==> config.mk <==
export PLATFORM = sky130hd
export DESIGN_NAME = rx_deframer
export DESIGN_NICKNAME = d
export VERILOG_FILES = /design/src/rtl/rx_deframer.sv
export SDC_FILE = /design/constraint.sdc
export NUM_CORES = 1
export LEC_CHECK = 0
export BUFFER_PORTS_ARGS = -buffer_cell sky130_fd_sc_hd__buf_4
export CAP_MARGIN = 0
export CELL_PAD_IN_SITES_DETAIL_PLACEMENT = 0
export CELL_PAD_IN_SITES_GLOBAL_PLACEMENT = 2
export CORE_UTILIZATION = 39
export DETAILED_ROUTE_END_ITERATION = 6
export HOLD_SLACK_MARGIN = 0.06
export MAX_ROUTING_LAYER = met4
export PLACE_DENSITY_LB_ADDON = 0.1
export SLEW_MARGIN = 30
export SYNTH_ARGS = -nofsm -noshare
export SYNTH_HDL_FRONTEND = slang
export SYNTH_SLANG_ARGS = --single-unit
==> constraint.sdc <==
create_clock -name clk -period 3.1 [get_ports clk]
set_input_delay 0.62 -clock clk [delete_from_list [all_inputs] [get_ports clk]]
set_output_delay 0.62 -clock clk [all_outputs]
set_load 0.01 [all_outputs]
==> src/rtl/rx_deframer.sv <==
// Receive-side HDLC deframer: flag hunt, zero destuffing, abort detection and
// LSB-first octet assembly into 16-bit status words behind one holding register.
module rx_deframer (
   input  logic        clk,
   input  logic        reset,
   input  logic        rxdata,
   input  logic        bit_en,
   input  logic        enable,
   output logic [15:0] spi_data,
   output logic        spi_data_request,
   input  logic        spi_data_strobe,
   output logic        overrun,
   output logic        rx_active
);

   // state | meaning
   // HUNT  | searching for a flag, no data emitted
   // OPEN  | flag(s) seen, waiting for the first kept data bit
   // FRAME | assembling octets until a closing flag or an abort

   typedef enum logic [1:0] {HUNT, OPEN, FRAME} state_t;

   state_t      state, nxt_state;
   logic [7:0]  w, nxt_w, mask, nxt_mask, acc, nxt_acc, pend, nxt_pend;
   logic [2:0]  ones_cnt, nxt_ones_cnt, bit_cnt, nxt_bit_cnt;
   logic        pend_v, nxt_pend_v;
   logic        strobe_q, def_v;
   logic [15:0] def_word;
   logic        push_a_v, push_b_v;
   logic [15:0] push_a_word, push_b_word, close_word;
   logic [7:0]  w_new, octet;
   logic        flag_ev, abort_ev, emit, bit_out, kept, in_frame;
   logic        rd, free;

   assign w_new    = {w[6:0], rxdata};
   assign flag_ev  = (w_new == 8'h7E);
   assign abort_ev = (w_new[6:0] == 7'h7F);
   assign emit     = mask[7] && (state != HUNT);
   assign bit_out  = w[7];
   assign octet    = {bit_out, acc[7:1]};
   assign rd       = spi_data_strobe && !strobe_q;
   assign free     = !spi_data_request || rd;

   always_comb begin
      nxt_state    = state;
      nxt_w        = w;
      nxt_mask     = mask;
      nxt_acc      = acc;
      nxt_pend     = pend;
      nxt_pend_v   = pend_v;
      nxt_ones_cnt = ones_cnt;
      nxt_bit_cnt  = bit_cnt;
      push_a_v     = 1'b0;
      push_a_word  = '0;
      push_b_v     = 1'b0;
      push_b_word  = '0;
      close_word   = '0;
      kept         = 1'b0;
      in_frame     = 1'b0;
      if (bit_en) nxt_w = w_new;
      if (!enable) begin
         nxt_state    = HUNT;
         nxt_mask     = '0;
         nxt_acc      = '0;
         nxt_pend_v   = 1'b0;
         nxt_ones_cnt = '0;
         nxt_bit_cnt  = '0;
      end else if (bit_en) begin
         nxt_mask = (flag_ev || abort_ev) ? 8'h00 : {mask[6:0], 1'b1};
         if (emit) begin
            if (!bit_out && ones_cnt == 3'd5) begin
               nxt_ones_cnt = '0;
            end else begin
               kept = 1'b1;
               if (!bit_out)              nxt_ones_cnt = '0;
               else if (ones_cnt != 3'd7) nxt_ones_cnt = ones_cnt + 3'd1;
            end
         end
         if (kept) begin
            nxt_acc   = octet;
            nxt_state = FRAME;
            if (bit_cnt == 3'd7) begin
               nxt_bit_cnt = '0;
               nxt_pend    = octet;
               nxt_pend_v  = 1'b1;
               if (pend_v) begin
                  push_a_v    = 1'b1;
                  push_a_word = {8'h40, pend};
               end
            end else begin
               nxt_bit_cnt = bit_cnt + 3'd1;
            end
         end
         in_frame = (state == FRAME) || kept;
         // The last data bit leaves the window in the same cycle the closing
         // flag completes, so the close word is built from the updated values.
         if (nxt_pend_v)
            close_word = {(nxt_bit_cnt == 3'd0) ? 8'hC0 : 8'hD0, nxt_pend};
         else
            close_word = 16'h9000;
         if (abort_ev || flag_ev) begin
            if (abort_ev) begin
               push_a_v    = in_frame;
               push_a_word = 16'hA000;
               nxt_state   = HUNT;
            end else begin
               if (in_frame) begin
                  if (push_a_v) begin
                     push_b_v    = 1'b1;
                     push_b_word = close_word;
                  end else begin
                     push_a_v    = 1'b1;
                     push_a_word = close_word;
                  end
               end
               nxt_state = OPEN;
            end
            nxt_acc      = '0;
            nxt_bit_cnt  = '0;
            nxt_ones_cnt = '0;
            nxt_pend_v   = 1'b0;
         end
      end
   end

   always_ff @(posedge clk or posedge reset) begin
      if (reset) begin
         state            <= HUNT;
         w                <= '0;
         mask             <= '0;
         acc              <= '0;
         pend             <= '0;
         pend_v           <= 1'b0;
         ones_cnt         <= '0;
         bit_cnt          <= '0;
         strobe_q         <= 1'b0;
         def_v            <= 1'b0;
         def_word         <= '0;
         spi_data         <= '0;
         spi_data_request <= 1'b0;
         overrun          <= 1'b0;
         rx_active        <= 1'b0;
      end else begin
         state     <= nxt_state;
         w         <= nxt_w;
         mask      <= nxt_mask;
         acc       <= nxt_acc;
         pend      <= nxt_pend;
         pend_v    <= nxt_pend_v;
         ones_cnt  <= nxt_ones_cnt;
         bit_cnt   <= nxt_bit_cnt;
         strobe_q  <= spi_data_strobe;
         rx_active <= (nxt_state == FRAME);
         // A close word that coincides with an octet push waits in def_word
         // until the holding register is free.
         if (def_v && free) begin
            spi_data         <= def_word;
            spi_data_request <= 1'b1;
            def_v            <= 1'b0;
            if (push_a_v) overrun <= 1'b1;
         end else if (push_a_v) begin
            if (free) begin
               spi_data         <= push_a_word;
               spi_data_request <= 1'b1;
            end else begin
               overrun <= 1'b1;
            end
         end else if (rd) begin
            spi_data_request <= 1'b0;
         end
         if (push_b_v) begin
            if (def_v && !free) begin
               overrun <= 1'b1;
            end else begin
               def_v    <= 1'b1;
               def_word <= push_b_word;
            end
         end
      end
   end

endmodule

# == Yosys cells after proc, flatten, opt, wreduce, memory -nomap -nowiden ==
# Cells that the tools add are included.
# Widths: inputs -> output; s select.
# op_classes
reduce_logical,23
shift,0
n_lt_le_gt_ge,0
multipliers,0
div,0
bitwise,1
addsub,2
muxes,88
n_eq_ne,12
# op_table
cell,count
$mux 16,15
$mux 8,9
$mux 15,4
$mux 3,14
$mux 1,41
$reduce_and 2->1,5
$ne 3x1->1 const B,3
$eq 8x7->1 const B,1
$mux 2,4
$eq 7x7->1 const B,1
$add 3x1->3 const B,2
$eq 3x3->1 const B,2
$reduce_bool 2->1,3
$logic_and 1x1->1,5
$mux 5,1
$ne 5x2->1 const B,1
$eq 2x2->1 const B,2
$logic_not 1->1,4
$logic_not 3->1,1
$logic_or 1x1->1,3
$ne 3x3->1 const B,1
$reduce_and 3->1,1
$reduce_bool 3->1,1
$ne 2x2->1 const B,1
$not 1->1,1
# totals
mem_bits_rw,0
register_bits,78
input_bits,6
output_inout_bits,19
n_memories,0
mem_bits_ro,0
latch_bits,0
word_cells,141

# == Logic depth before layout (Yosys ltp) ==
# Gate-level depths: netlist of run 1.
# logic_depth
word_depth,21
depth_mapped,9

# == Worst setup path after synthesis of run 1 ==
# OpenSTA, ideal clock, no wires.
# synth_timing
path_kind,input port to flip-flop
from,input port rxdata
to,register spi_data[0]
path_stages,7
setup_slack_ns,1.304
n_path_buf,1
required_time_ns,2.979
t_arrival_ns,1.675
path_cell_list,inv_2 a211o_4 a211oi_2 o21a_2 buf_6 nand2_1 o22a_1
# synth_via
elab_chain_len,8
word_cells_on_any_way,16
cone_classes,2 x eq/ne; 11 x mux; 3 x reduce/logical
# synth_rtl
item,line_no,source
from (decl),6,"input logic rxdata,"
$eq 7x7->1 / $eq 8x7->1 (equally long branches),"37, 36",
$mux 16 / $logic_or 1x1->1 (equally long branches),"102, 101",
$mux 16,101,if (abort_ev || flag_ev) begin
$mux 16,68,end else if (bit_en) begin
$mux 16,61,if (!enable) begin
$mux 16,162,if (free) begin
$mux 16,161,end else if (push_a_v) begin
$mux 16,156,if (def_v && free) begin
to (signal assigned),157,spi_data <= def_word;
to (signal assigned),163,spi_data <= push_a_word;
to (decl),9,"output logic [15:0] spi_data,"
# Parallel ways exist; a longest one is shown, timed or not. The select of a mux whose other input is x is not followed.
# A chain may end at the register's enable or synchronous reset.

# == Final worst setup path of run 1 ==
# layout_timing
from,register pend_v
to,register spi_data[3]
# layout_via
elab_chain_len,14
word_cells_on_any_way,29
cone_classes,27 x mux; 2 x reduce/logical
# layout_rtl
item,line_no,source
from (decl),26,"logic pend_v, nxt_pend_v;"
from (signal assigned),149,pend_v <= nxt_pend_v;
"$mux 1, on equally long branches","82, 86",
"$mux 1, on equally long branches","79, 82",
"$mux 1, on equally long branches","68, 79",
"$mux 1, on equally long branches","61, 68",
$mux 15 / $mux 1 (equally long branches),"97, 61",
$mux 16,108,if (push_a_v) begin
$mux 16,107,if (in_frame) begin
$mux 16,102,if (abort_ev) begin
$mux 16,101,
$mux 16,68,
$mux 16,61,
$mux 16,162,
$mux 16,161,
$mux 16,156,
# Parallel ways exist; a longest one is shown, timed or not. The select of a mux whose other input is x is not followed.

==> results_dict.tcl, run 1 <==
set metrics [dict create \
    drt_iter0_drc 86 \
    synthFlopType "dfrtp_1" \
    cp.depth 5 \
    rows 33 \
    synth_area_leaders "dfrtp_1, mux2_2, nand2_1, nand3_1, a22oi_1" \
    async_reset_ff_share_pct 100.0 \
    path_cells "nand4_1, a211oi_2, o21a_2, nand2_1, o22a_1" \
    vias 2290 \
    synth_compound_area_share_pct 15.92 \
    synth_top_area_cell "dfrtp_1" \
    leakage_nw 1.637 \
    finalSetupViolCount 0 \
    worstPathRequired_ns 3.33 \
    path_buf_inv 0 \
    setup.worst_path.start "pend_v" \
    fin_setup_tns_ns 0 \
    drt_wl_total_mm 6.913 \
    drc_errors 0 \
    grt-ovfl-total 0 \
    worstReg2RegStart "pend_v" \
    path_delay_family "compound AO/OA/AOI/OAI gates" \
    r2r_slack_ns 0.95 \
    cts_resized 0 \
    netlist_instances 313 \
    synthSimpleGateAreaFrac_pct 17.87 \
    crit_path_end "spi_data[3]" \
    cts_max_path_buffers 2 \
    cts_sinks 68 \
    p_seq_share_pct 47.0 \
    cts_tree "built" \
    synthToLayoutAreaGrowth_pct 13.60 \
    hpwl_mm 4.764 \
    synthMuxAreaShare_pct 8.880 \
    clock_skew_ns 0.01128 \
    synthAdderAreaFrac_pct 1.873 \
    cts_buffers 9 \
    grt_max_degree 41 \
    dieArea_um2 8937 \
    clockRootBuffer "clkbuf_8" \
    final_cell_area_um2 3794 \
    comb_power_share_pct 8.5 \
    port_buffers 20 \
    hold_path.class "input port to asynchronous set/reset pin" \
    wl_per_cell_um 15.75 \
    max_slew.worst_pin.slew_ns 0.6525 \
    post-route-period-util_pct 69.43 \
    gp_congestion 0.7732 \
    coreArea_um2 8258 \
    synth-edff-count 0 \
    grt_setup_unrepaired "false" \
    cp-end-kind "flop" \
    synth_common_cells "dfrtp_1, nand2_1, mux2_2" \
    die_x_um 94.54 \
    yosys.cell_count.top_type "dfrtp_1" \
    final_layout_size_suffix_gt1_share_pct 23.05 \
    maxCapViolCount 0 \
    slowest_delay_ns 0.73 \
    crit_path_top_delay_cell "dfrtp_1" \
    ios 25 \
    antenna_left 0 \
    synth_top_area_share_pct 50.96 \
    switching_share_pct 22.89 \
    finalMaxSlewViolations 0 \
    num_antenna_cells 0 \
    antenna_found_initial 0 \
    hold_viol 0 \
    p_clk_share_pct 44.5 \
    ys_ff_latch 68 \
    post_cts_buffers 0 \
    first_pass_iters 4 \
    internal_power_w 0.001588 \
    switchingPower_w 0.0004711 \
    start_util_pct 40.44 \
    ys_types 48 \
    grt_pass1_wl_mm 11.92 \
    power_density_nw_per_um2 542.7 \
    crit_path_start_kind "flop" \
    cts_hold_repair.buffers 0 \
    reg2reg_depth 5 \
    cp.arrival_ns 2.38 \
    synth_top_family_by_area "simple AND/OR/NAND/NOR gates" \
    synth.yosys.seq_area_share_pct 50.96 \
    dieHeight_um 94.54 \
    grt_pass1_vias 2251 \
    finalNetCount 340 \
    slew_headroom_pct 56.44 \
    fmax_ghz 0.4646 \
    worst_ir_drop_vdd_mv 0.3317 \
    clk_latency_ns 0.35 \
    crit_type "flop to flop" \
    netlist_area_um2 3339 \
    finalCriticalPeriod_ns 2.152 \
    grt_use_total_pct 18.13 \
    yosys_warnings 0 \
    htree_levels 3 \
    worst_r2r_endpoint "spi_data[3]" \
    synthXorXnorAreaFrac_pct 0 \
    crit_fanout 23 \
    via_per_inst 5.216 \
    synth.avg_cell_area_um2 10.67 \
    run_status "complete, no violations" \
    clkTransAtPathRegs_ns 0.08 \
    place_area_um2 3543 \
]
-- power by group through the flow --
stage | clock network (W) | registers (W) | logic (W)
6_report | 0.000916 | 0.000968 | 0.000175
5_1_grt | 0.000964 | 0.000975 | 0.000194
4_1_cts | 0.000934 | 0.000968 | 0.000179
3_5_place_dp | 0 | 0.000985 | 0.000178
3_3_place_gp | 0 | 0.000984 | 0.000175
2_1_floorplan | 0 | 0.000980 | 0.000126
-- flip-flops by register name (all words and copies together) (netlist names) --
name              cells
w                     8
pend_v                1
spi_data_request      1
acc                   7
pend                  8
state                 2
strobe_q              1
def_word             11
rx_active             1
bit_cnt               3
ones_cnt              3
overrun               1
mask                  8
spi_data             12
def_v                 1
-- stage by stage --
step / power (W) / cells / worst slack (ns) / hold WS [ns] / utilization [%]
after floorplan: 0.001106 / 316 / 0.7685 / 0.4344 / -
after detailed placement: 0.001163 / 423 / 0.8403 / 0.4562 / 42.91
final: 0.002059 / 439 / 0.9477 / 0.3613 / 45.94
after global placement: 0.001159 / 423 / 0.8362 / 0.4631 / 42.91
after CTS: 0.002081 / 439 / 0.9353 / 0.3812 / 45.94
after global routing: 0.002133 / 439 / 0.7357 / 0.3754 / 45.94
-- metal layers --
metal	routed length (um)	track usage (%)	part of all wire, %	vias to the layer above
met5	0	-	0	-
met4	57	3.788	0.82	0
met3	242	5.314	3.5	6
met2	2877	24.88	42	35
met1	3735	26.36	54	1107
li1	-	-	-	1142
-- cell type report --
type / count / area, um2
fillers: 798 / 4464
multi-input cells: 220 / 1503
inverters: 8 / 30.03
clock buffers: 12 / 155.1
flip-flops and latches: 68 / 1702
repair buffers: 22 / 177.7
well taps: 105 / 131.4
clock inverters: 4 / 95.09
-- cell families after synthesis --
kind of cell             after synthesis
flip-flops                            68
multiplexers                          27
buffers and inverters                 28
AND/OR/NAND/NOR                      111
other                                  1
AO/OA/AOI/OAI                         73
adder cells (fa/ha/maj)                5
-- worst min-delay path by stage --
stage / startpoint / endpoint / slack, ns / cells after the start
finish: reset / w[2] / 0.36 / 2
global route: spi_data_strobe / strobe_q / 0.38 / 1
CTS: reset / w[2] / 0.38 / 2
detailed placement: def_word[15] / def_word[15] / 0.46 / 1
global placement: def_word[7] / def_word[7] / 0.46 / 2
floorplan: def_word[15] / def_word[15] / 0.43 / 1
-- cells in the final DEF (no fill, tap or decap), types with 2 or more instances in the layout --
master     netlist  final
a211oi_2         2      2
a22oi_1         12     12
a21boi_0         7      7
nand3_1         18     18
a31oi_1          4      4
nor2_1          16     16
nor3_1           2      2
o21ai_0          6      6
mux2_2          21     21
bufinv_16        0      3
o22a_1           7      7
inv_1            6      5
inv_2            1      2
o21a_2           2      2
mux2i_1          6      6
buf_4            5     21
a21oi_1          9      9
o21ai_1          5      5
dfrtp_1         68     68
o211ai_1         2      2
nor2b_1         13     13
o21ai_2          3      3
ha_1             5      5
nand2b_1         2      2
nand4_1          5      5
a21boi_1         7      7
o22ai_1          2      2
and3_1           2      2
nand2_1         44     44
clkbuf_8         0     11
conb_1           1      4
No activity file was read; power rests on OpenSTA's default activity.
==> run 2, diff against run 1 <==
--- a/config.mk
+++ b/config.mk
@@ -5,11 +5,12 @@
 export SDC_FILE = /design/constraint.sdc
 export NUM_CORES = 1
 export LEC_CHECK = 0
+export ABC_AREA = 1
 export BUFFER_PORTS_ARGS = -buffer_cell sky130_fd_sc_hd__buf_4
 export CAP_MARGIN = 0
 export CELL_PAD_IN_SITES_DETAIL_PLACEMENT = 0
 export CELL_PAD_IN_SITES_GLOBAL_PLACEMENT = 2
-export CORE_UTILIZATION = 39
+export CORE_UTILIZATION = 35
 export DETAILED_ROUTE_END_ITERATION = 6
 export HOLD_SLACK_MARGIN = 0.06
 export MAX_ROUTING_LAYER = met4
==> constraint.sdc (replaced) <==
create_clock -name clk -period 2.1 [get_ports clk]
set_input_delay 0.42 -clock clk [delete_from_list [all_inputs] [get_ports clk]]
set_output_delay 0.42 -clock clk [all_outputs]
set_load 0.01 [all_outputs]
==> run 2 against run 1 <==
First-iteration DRC count down 22%; critical path type unchanged; hold slack worse by 0.19 ns; clock power up 39%; sequential power up 49%; fmax up 15%; die area up 16%.
==> results_dict.tcl, run 2 <==
set metrics [dict create \
    clock_skew_ns 0.008898 \
    maxUsedRoutingLayer "met4" \
    hold_viol 0 \
    dieHeight_um 101.7 \
    die_x_um 101.7 \
    comb_power_share_pct 9.4 \
    finalSetupViolCount 0 \
    cp-end-kind "flop" \
    first_pass_iters 4 \
    switching_share_pct 24.80 \
    post-route-util_pct 41.65 \
    crit_fanout 19 \
    cts_tree "built" \
    clockRootBuffer "clkbuf_8" \
    worst_ir_drop_vdd_mv 0.4735 \
    port_buffers 20 \
    wl_met2_mm 3.654 \
    finalNetCount 487 \
    ys_types 32 \
    synth-edff-count 0 \
    largest_reg_flops 12 \
    finalCriticalPeriod_ns 1.875 \
    drt-met1-wl_mm 3.831 \
    power_density_nw_per_um2 740.9 \
    num_antenna_cells 0 \
    hpwl_mm 5.617 \
    synth.avg_cell_area_um2 7.770 \
    synth_common_cells "nand2_1, dfrtp_1, inv_1" \
    cp.arrival_ns 2.11 \
    coreArea_um2 9684 \
    fmax_ghz 0.5335 \
    grt_use_total_pct 16.83 \
    ios 25 \
    synth_top_area_share_pct 48.89 \
    wl_per_cell_um 12.59 \
    synth_top_family_by_area "simple AND/OR/NAND/NOR gates" \
    layout.cells.most_common_list "nand2_1, dfrtp_1, inv_1, o21ai_0, buf_4" \
    synthMuxAreaShare_pct 0 \
    fin_setup_tns_ns 0 \
    worstPathRequired_ns 2.34 \
    netlist_area_um2 3481 \
    p_seq_share_pct 48.1 \
    ys_ff_latch 68 \
    dieArea_um2 10350 \
    synthXorXnorAreaFrac_pct 0 \
    antenna_left 0 \
    yosys.cell_count.top_type "nand2_1" \
    synth_area_leaders "dfrtp_1, nand2_1, inv_1, o21ai_0, nor2_1" \
    synthSimpleGateAreaFrac_pct 27.21 \
    drt_iter0_drc 67 \
    top_register "spi_data" \
    worstReg2RegStart "ones_cnt[1]" \
    finalMaxSlewViolations 0 \
    synthToLayoutAreaGrowth_pct 15.89 \
    cts_hold_repair.buffers 0 \
    synth_top_area_cell "dfrtp_1" \
    synth_compound_area_share_pct 12.47 \
    hold_path.class "input port to asynchronous set/reset pin" \
    cts_resized 0 \
    post-route-period-util_pct 89.27 \
    internal_power_w 0.002247 \
    clkTransAtPathRegs_ns 0.08 \
    run_status "complete, no violations" \
    crit_path_start_kind "flop" \
    synth.yosys.seq_area_share_pct 48.89 \
    final_layout_size_suffix_gt1_share_pct 14.14 \
    rows 36 \
    gp_congestion 0.7157 \
    grt_pass1_vias 2702 \
    crit_type "flop to flop" \
    p_clk_share_pct 42.5 \
    grt_max_degree 69 \
    antenna_found_initial 0 \
    grt_pass1_wl_mm 12.83 \
    post_cts_buffers 0 \
    r2r_slack_ns 0.23 \
    vias 2767 \
    cts_buffers 9 \
    switchingPower_w 0.0007413 \
    wl_met3_um 163 \
    grt-ovfl-total 0 \
    cts_sinks 68 \
    reg_top3 "spi_data (12), def_word (11)" \
    cts_max_path_buffers 2 \
    drt_wl_total_mm 7.728 \
    async_reset_ff_share_pct 100.0 \
    clk_latency_ns 0.34 \
    leakage_nw 2.076 \
    drc_errors 0 \
    layout_commonest_cell "nand2_1" \
    synthAdderAreaFrac_pct 1.797 \
    reg2reg_depth 13 \
    via_per_inst 4.507 \
    netlist_instances 448 \
    htree_levels 3 \
    grt_setup_unrepaired "false" \
    setup.worst_path.start "ones_cnt[1]" \
    start_util_pct 35.94 \
    maxCapViolCount 0 \
    yosys_warnings 0 \
    synthFlopType "dfrtp_1" \
]
## run 2: worst max-delay path, stage by stage (launching register included)
cell and delay, ns:
dfrtp_1 0.38, inv_1 0.07, ha_1 0.17, nand3_2 0.17, nand2_4 0.27, inv_2 0.14, nand2_1 0.08, nand2_1 0.06
nor2_1 0.09, nand2_1 0.10, nand2_1 0.07, nand2_1 0.05, nand2_1 0.05, nand2_1 0.05
## run 2: cell families after synthesis
family	count (synthesis)
DFF	68
other	1
and+or+nand+nor	222
AOI/OAI and AO/OA	73
adders and majority gates	5
buffers and inverters	79
## run 2: final timing paths
check                          endpoint
min                              acc[3]
max                        spi_data[12]
min in group clk               strobe_q
max reg2reg                spi_data[12]
min reg2reg                def_word[15]
max in group asynchronous   def_word[6]
## run 2: metal layers
metal,global-route usage (%),up-vias
met5,-,-
met4,4.682,0
met3,3.934,7
met2,26.98,26
met1,21.21,1286
li1,-,1448
## run 2: metrics by stage
step           setup slack, ns  hold slack [ns]  power (W)  cell area, um2  std cells
2_1_floorplan           0.2749           0.4214   0.001653            3496        451
3_3_place_gp            0.2454           0.4346   0.001749            3797        598
3_5_place_dp            0.2050           0.4415   0.001752            3797        598
4_1_cts                 0.1797           0.1751   0.003046            4034        614
5_1_grt                0.01253           0.1681   0.003155            4034        614
6_report                0.2254           0.1728   0.002989            4034        614
## run 2: power groups by stage
stage                     clock (W)  combinational (W)  sequential, W
final                       0.00127           0.000281        0.00144
after global routing        0.00137           0.000331        0.00145
after CTS                   0.00132           0.000288        0.00144
after detailed placement          0           0.000286        0.00147
after global placement            0           0.000282        0.00147
after floorplan                   0           0.000199        0.00145
## run 2: cell type report
type	instances	area, um2
Clock buffer	13	168.9
Clock inverter	3	67.56
Fill cell	1061	5650
Inverter	65	247.7
Multi-Input combinational cell	304	1459
Sequential cell	68	1702
Tap cell	133	166.4
Timing Repair Buffer	28	222.7
